**src/rtl/cla_8_bit_pkg.sv**
```systemverilog
// Shared widths and reset values for the registered 8-bit carry-lookahead adder.
package cla_8_bit_pkg;

  localparam int unsigned ADD_W   = 8;
  localparam int unsigned GRP_W   = 4;
  localparam int unsigned NUM_GRP = ADD_W / GRP_W;

  localparam logic [ADD_W-1:0] RST_S    = '0;
  localparam logic             RST_COUT = 1'b0;

endpackage

```
**src/rtl/cla_4bit_group.sv**
```systemverilog
// 4-bit carry-lookahead group: full-expansion internal carries, sum bits,
// and group generate/propagate for the next lookahead level.
module cla_4bit_group
  import cla_8_bit_pkg::*;
(
  input  logic [GRP_W-1:0] a,
  input  logic [GRP_W-1:0] b,
  input  logic             cin,
  output logic [GRP_W-1:0] s,
  output logic             gg,
  output logic             gp
);

  logic [GRP_W-1:0] w_g;
  logic [GRP_W-1:0] w_p;
  logic [GRP_W-1:0] w_c;

  assign w_g = a & b;
  assign w_p = a ^ b;

  // Every carry is a flat sum-of-products of cin, so no carry waits on its neighbour.
  always_comb begin
    w_c    = '0;
    w_c[0] = cin;
    w_c[1] = w_g[0] | (w_p[0] & cin);
    w_c[2] = w_g[1] | (w_p[1] & w_g[0]) | (w_p[1] & w_p[0] & cin);
    w_c[3] = w_g[2] | (w_p[2] & w_g[1]) | (w_p[2] & w_p[1] & w_g[0])
           | (w_p[2] & w_p[1] & w_p[0] & cin);
  end

  assign s  = w_p ^ w_c;
  assign gg = w_g[3] | (w_p[3] & w_g[2]) | (w_p[3] & w_p[2] & w_g[1])
            | (w_p[3] & w_p[2] & w_p[1] & w_g[0]);
  assign gp = &w_p;

endmodule

```
**src/rtl/cla_8_bit.sv**
```systemverilog
// Registered 8-bit adder: two lookahead groups joined by a group carry unit,
// result captured in a single output register stage.
module cla_8_bit
  import cla_8_bit_pkg::*;
(
  input  logic             clk,
  input  logic             rst,
  output logic [ADD_W-1:0] S,
  output logic             Cout,
  input  logic [ADD_W-1:0] A,
  input  logic [ADD_W-1:0] B,
  input  logic             Cin
);

  logic [ADD_W-1:0]   w_s_next;
  logic [NUM_GRP-1:0] w_gg;
  logic [NUM_GRP-1:0] w_gp;
  logic               w_c4;
  logic               w_c8;
  logic [ADD_W-1:0]   r_s;
  logic               r_cout;

  cla_4bit_group u_grp0 (
    .a   (A[GRP_W-1:0]),
    .b   (B[GRP_W-1:0]),
    .cin (Cin),
    .s   (w_s_next[GRP_W-1:0]),
    .gg  (w_gg[0]),
    .gp  (w_gp[0])
  );

  cla_4bit_group u_grp1 (
    .a   (A[ADD_W-1:GRP_W]),
    .b   (B[ADD_W-1:GRP_W]),
    .cin (w_c4),
    .s   (w_s_next[ADD_W-1:GRP_W]),
    .gg  (w_gg[1]),
    .gp  (w_gp[1])
  );

  // c8 is expanded from Cin directly rather than from c4 to keep the groups parallel.
  always_comb begin
    w_c4 = w_gg[0] | (w_gp[0] & Cin);
    w_c8 = w_gg[1] | (w_gp[1] & w_gg[0]) | (w_gp[1] & w_gp[0] & Cin);
  end

  always_ff @(posedge clk or posedge rst) begin
    if (rst) begin
      r_s    <= RST_S;
      r_cout <= RST_COUT;
    end else begin
      r_s    <= w_s_next;
      r_cout <= w_c8;
    end
  end

  assign S    = r_s;
  assign Cout = r_cout;

endmodule

```
**config.mk**
```make
export PLATFORM = sky130hd
export DESIGN_NAME = cla_8_bit
export DESIGN_NICKNAME = d
export VERILOG_FILES = /design/src/rtl/cla_8_bit_pkg.sv /design/src/rtl/cla_4bit_group.sv /design/src/rtl/cla_8_bit.sv
export SDC_FILE = /design/constraint.sdc
export NUM_CORES = 1
export LEC_CHECK = 0
export ABC_AREA = 1
export BUFFER_PORTS_ARGS = -buffer_cell sky130_fd_sc_hd__buf_2
export CAP_MARGIN = 20
export CORE_MARGIN = 5
export CORE_UTILIZATION = 45
export DETAILED_ROUTE_END_ITERATION = 6
export GPL_TIMING_DRIVEN = 0
export PLACE_DENSITY = 0.78
export RECOVER_POWER = 50
export SLEW_MARGIN = 15
export SYNTH_ARGS = -nofsm -noshare
export SYNTH_HDL_FRONTEND = slang
export SYNTH_SLANG_ARGS = --single-unit
export TNS_END_PERCENT = 1
```
**constraint.sdc**
```tcl
create_clock -name clk -period 0.86 [get_ports clk]
set_input_delay 0.086 -clock clk [delete_from_list [all_inputs] [get_ports clk]]
set_output_delay 0.086 -clock clk [all_outputs]
set_load 0.005 [all_outputs]
```
Word level (Yosys, flattened, before mapping) --
Cells that the tools add are included.
Word-level totals: register bits 9, output and inout port bits 9, word-level logic and storage cells 63
Cells by class: bitwise logic cells 59, reductions and logical operators 2
Operator list (count):
- $and 1x1->1 | 32
- $or 1x1->1 | 21
- $xor 4x4->4 | 4
- $and 4x4->4 | 2
- $reduce_and 4->1 | 2

Depth between registers and ports, before layout --
depth in word-level cells 9, gate-level depth with buffers 9, mapped depth without buffers 9

Modules after synthesis --
Synthesis repeated with hierarchy kept, for this count alone.
Unflattened totals: cells, all modules 79, area total of the unflattened synthesis 656.9 sq um
By module, submodules not included:
- cla_4bit_group | instances 2, cells an instance 32, area each 201.4 sq um, sequential area each 0.0 sq um
- cla_8_bit | instances 1, cells an instance 15, area each 254.0 sq um, sequential area each 225.2 sq um

Least setup slack after synthesis --
Ideal clock, no wire load.
path type in2reg, start point input A[1], end point register r_s[5], in the netlist S[5], setup time 124 ps, arrival 1176 ps, data required time 736 ps, slack -441 ps, stages 7, buffers on the path 0, cell sequence ha_1 inv_1 nand2_2 nand3_2 nand2_2 fa_1 xor2_1
Between the ends: word-level cells in the longest chain between the ends 8, elaborated cells on any way between the ends 13, classes of those cells bitwise: 12; reduce/logical: 1
Ends and longest elaborated chain:
- from (decl) | line cla_8_bit.sv:10 | input logic [ADD_W-1:0] A,
- $and 4x4->4 / $xor 4x4->4 (equally long branches) | line cla_4bit_group.sv:18, cla_4bit_group.sv:19
- $and 1x1->1, on equally long branches | line cla_4bit_group.sv:32, cla_4bit_group.sv:33
- $or 1x1->1 / $and 1x1->1 (equally long branches) | line cla_4bit_group.sv:32, cla_4bit_group.sv:33
- $or 1x1->1 | line cla_4bit_group.sv:33 | | (w_p[3] & w_p[2] & w_p[1] & w_g[0]);
- $or 1x1->1 (*) | line cla_8_bit.sv:43 | w_c4 = w_gg[0] | (w_gp[0] & Cin);
- $and 1x1->1 (*) | line cla_4bit_group.sv:25 | w_c[1] = w_g[0] | (w_p[0] & cin);
- $or 1x1->1 (*) | line cla_4bit_group.sv:25
- $xor 4x4->4 (*) | line cla_4bit_group.sv:31 | assign s = w_p ^ w_c;
- named net u_grp1.s[1] | line cla_4bit_group.sv:9 | output logic [GRP_W-1:0] s,
- to (signal assigned) | line cla_8_bit.sv:52 | r_s <= w_s_next;
- to (decl) | line cla_8_bit.sv:20 | logic [ADD_W-1:0] r_s;
Mark *: on every way through the listed nets, which the timed path passes. The rest lies on a longest branch.

Worst setup path after layout --
start point input B[0], end point register r_s[5], in the netlist S[5]
Between the ends: word-level cells in the longest chain between the ends 7, elaborated cells on any way between the ends 10, classes of those cells bitwise: 9; reduce/logical: 1
Ends and longest elaborated chain:
- from (decl) | line cla_8_bit.sv:11 | input logic [ADD_W-1:0] B,
- $xor 4x4->4 / $and 4x4->4 (equally long branches) | line cla_4bit_group.sv:19, cla_4bit_group.sv:18
- $reduce_and 4->1 / $and 1x1->1 (equally long branches) | line cla_4bit_group.sv:34, cla_4bit_group.sv:33
- $and 1x1->1 / $or 1x1->1 (equally long branches) | line cla_8_bit.sv:43, cla_4bit_group.sv:33
- $or 1x1->1 (*) | line cla_8_bit.sv:43
- $and 1x1->1 (*) | line cla_4bit_group.sv:25
- $or 1x1->1 (*) | line cla_4bit_group.sv:25
- $xor 4x4->4 (*) | line cla_4bit_group.sv:31
- named net u_grp1.s[1] | line cla_4bit_group.sv:9
Marks and branches as above.

==> results.json <==
{
  "first_global_vias": 595,
  "port_buffers": 27,
  "p_leak_nw": 0.549,
  "antenna_found_initial": 0,
  "die_x_um": 46.3,
  "dieArea_um2": 2150,
  "drt-met1-wl_um": 637,
  "multi_input_area_um2": 442,
  "grtUsageTotal_pct": 16.3,
  "synthDominantCellAreaShare_pct": 37.9,
  "status": "finished with violations",
  "min_path_type": "input pin to flip-flop",
  "hold_viol": 0,
  "drive_gt1_share_pct": 57.1,
  "instances_no_fill": 120,
  "ys_types": 15,
  "grt_max_degree": 10,
  "cap_violations": 0,
  "tns_ps": -561,
  "clockBufferDepth": 2,
  "slowest_delay_ps": 330,
  "die_h_um": 46.3,
  "synth_top_flop_cell": "dfrtp_1",
  "yosysMostFrequentCell": "inv_1",
  "ff_latch_area_um2": 225,
  "hold_ws_ps": 175,
  "synth_top_area_cell": "dfrtp_1",
  "cts_tree": "built",
  "worstMarginPinSlew_ps": 324,
  "hpwl_um": 1010,
  "power_density_nw_per_um2": 1390,
  "ys_seq_area_share_pct": 37.9,
  "synthToLayoutAreaGrowth_pct": 72.2,
  "critPathLaunch": "B[0]",
  "antennaDiodeCount": 0,
  "fin_crit_ps": 1040,
  "syn_nets": 95,
  "postSynthAreaPerCell_um2": 9.00,
  "htree_levels": 1,
  "crit_fanout": 2,
  "wl_met3_um": 162,
  "netlist_area_um2": 594,
  "std_cell_rows": 13,
  "final-setup-viol-count": 6,
  "drc": 0,
  "synth.area.top_cells": "dfrtp_1 38%, ha_1 17%, inv_1 9.5%",
  "crit_path_cell_trace": "buf_8 -> ha_4 -> nand2_2 -> nand2_2 -> nand3_2 -> nand2_2 -> fa_2 -> xor2_1",
  "violations": "negative setup slack",
  "ant_nets": 0,
  "async_flop_share_pct": 100,
  "vdd_drop_max_mv": 0.774,
  "num_vias": 588,
  "syn_inst": 66,
  "start_kind": "input pin",
  "synth_edf_count": 0,
  "top_layer": "met4",
  "worst-setup-path-type": "input pin to flip-flop",
  "setup_slack_ps": -181,
  "endpoint_kind": "flip-flop",
  "yosysWarnings": 0,
  "ys_ff_latch": 9,
  "routed_via_density": 4.90,
  "cts_sinks": 9,
  "finalNetCount": 135,
  "dr.pass1.iters": 5,
  "fillCellCount": 73,
  "fmax_mhz": 961,
  "ioPinCount": 28,
  "grt_pass1_wl_um": 2400,
  "cp.arrival_ps": 1180,
  "ys_top_cells_by_count": "15 x inv_1, 14 x nand2_1, 9 x dfrtp_1",
  "critical_path.most_common_cell": "nand2_2",
  "slew_viol_final": 0,
  "slew_headroom_pct": 78.4,
  "drt-initial-drc-count": 14,
  "clockRootBuffer": "clkbuf_4",
  "slowest_stage": "fa_2",
  "cp.required_ps": 1000,
  "core_um2": 1270,
  "initial_core_util_pct": 46.8,
  "grt.overflow.total": 0,
  "wl_met2_um": 815,
  "dp.cells": 108,
  "globalplace.congestion": 0.737,
  "numCtsBuffers": 3,
  "routedWlPerCell_um": 13.9,
  "fin_crit_sh_pct": 121,
  "clk_pin_slew_ps": 60,
  "critPathCapture": "S[5]$_DFF_PP0_",
  "drt_wl_total_um": 1670,
  "rsz0062_at_grt": "true"
}
[cells by family after synthesis]
group / Yosys count / share of synthesized area (%)
and+or+nand+nor: 23 / 17.7
buffers and inverters: 15 / 9.47
adders and majority gates: 10 / 23.6
DFF: 9 / 37.9
AOI/OAI and AO/OA: 5 / 5.48
xor gates and xnor gates: 4 / 5.90
[worst max-delay path: cells and delay by family]
family / cells / cell delay [ps]
XOR/XNOR: 1 / 160
adder cells (fa/ha/maj): 2 / 550
buffers and inverters: 1 / 100
AND/OR/NAND/NOR: 4 / 280
[through the flow]
stage          power, W  setup slack, ps  utilization (%)  instance area (um^2)
2_1_floorplan  0.000767             -303                -                   656
3_3_place_gp   0.000924             -481             63.8                   810
3_5_place_dp   0.000943             -507             63.8                   810
4_1_cts         0.00135             -140             77.3                   981
5_1_grt         0.00150             -199             80.7                  1020
6_report        0.00142             -181             80.7                  1020
[routing by layer]
layer / vias to the layer above / track usage (%)
li1: 277 / -
met2: 41 / 28.0
met1: 263 / 18.7
met3: 7 / 3.13
met5: - / 0
met4: 0 / 9.09
[repair_timing]
| item | in CTS | in global routing |
|---|---|---|
| buffers inserted | 7 | 0 |
| pin swaps | 9 | 0 |
| hold endpoints to repair | 9 | 0 |
| endpoints found under the setup margin | 3 | 7 |
| gates resized for setup | 14 | 9 |
| hold buffers | 1 | 0 |
[power by group]
| part | switching (W) | internal (W) |
|---|---|---|
| registers | 0.0000149 | 0.000500 |
| clock network | 0.000141 | 0.000178 |
| logic | 0.000280 | 0.000304 |
[flip-flops by register name, indices dropped and copies added, names as in the netlist]
signal,cells
Cout,1
S,8
[layout by cell type, fill, tap and decap left out]
| cell type | netlist | routed |
|---|---|---|
| inv_2 | 0 | 1 |
| nand2_2 | 4 | 7 |
| nand3_2 | 1 | 1 |
| clkbuf_4 | 0 | 3 |
| dlygate4sd3_1 | 0 | 1 |
| buf_8 | 0 | 2 |
| nand3_1 | 2 | 2 |
| nor2_2 | 0 | 1 |
| nand2_1 | 14 | 10 |
| xor2_2 | 0 | 1 |
| a21oi_2 | 1 | 2 |
| buf_6 | 0 | 6 |
| a21oi_1 | 2 | 1 |
| ha_4 | 0 | 6 |
| nand2_4 | 0 | 1 |
| xnor2_1 | 1 | 1 |
| xor2_1 | 3 | 2 |
| ha_1 | 8 | 2 |
| a21o_1 | 1 | 1 |
| buf_2 | 0 | 19 |
| buf_4 | 0 | 7 |
| fa_2 | 0 | 1 |
| nor2_4 | 0 | 1 |
| a31oi_4 | 0 | 1 |
| clkbuf_1 | 0 | 1 |
| inv_1 | 15 | 14 |
| dfrtp_1 | 9 | 9 |
| fa_1 | 2 | 1 |
[final cells by class]
class	instances	share of cell area [%]
Timing Repair Buffer	35	24.9
Inverter	15	5.50
Clock buffer	4	2.57
Multi-Input combinational cell	42	43.2
Tap cell	15	1.83
Sequential cell	9	22.0
[how the worst min path moves through the flow]
stage | startpoint | endpoint | slack (ps) | depth (start not counted)
after global placement | rst | S[0]$_DFF_PP0_ | 40 | 2
final | B[4] | S[4]$_DFF_PP0_ | 170 | 2
after global routing | B[4] | S[4]$_DFF_PP0_ | 180 | 2
after detailed placement | rst | S[0]$_DFF_PP0_ | 50 | 2
after floorplan | rst | Cout$_DFF_PP0_ | -90 | 1
after CTS | B[7] | Cout$_DFF_PP0_ | 170 | 4
Note: power is estimated with default switching activity, not from simulation.
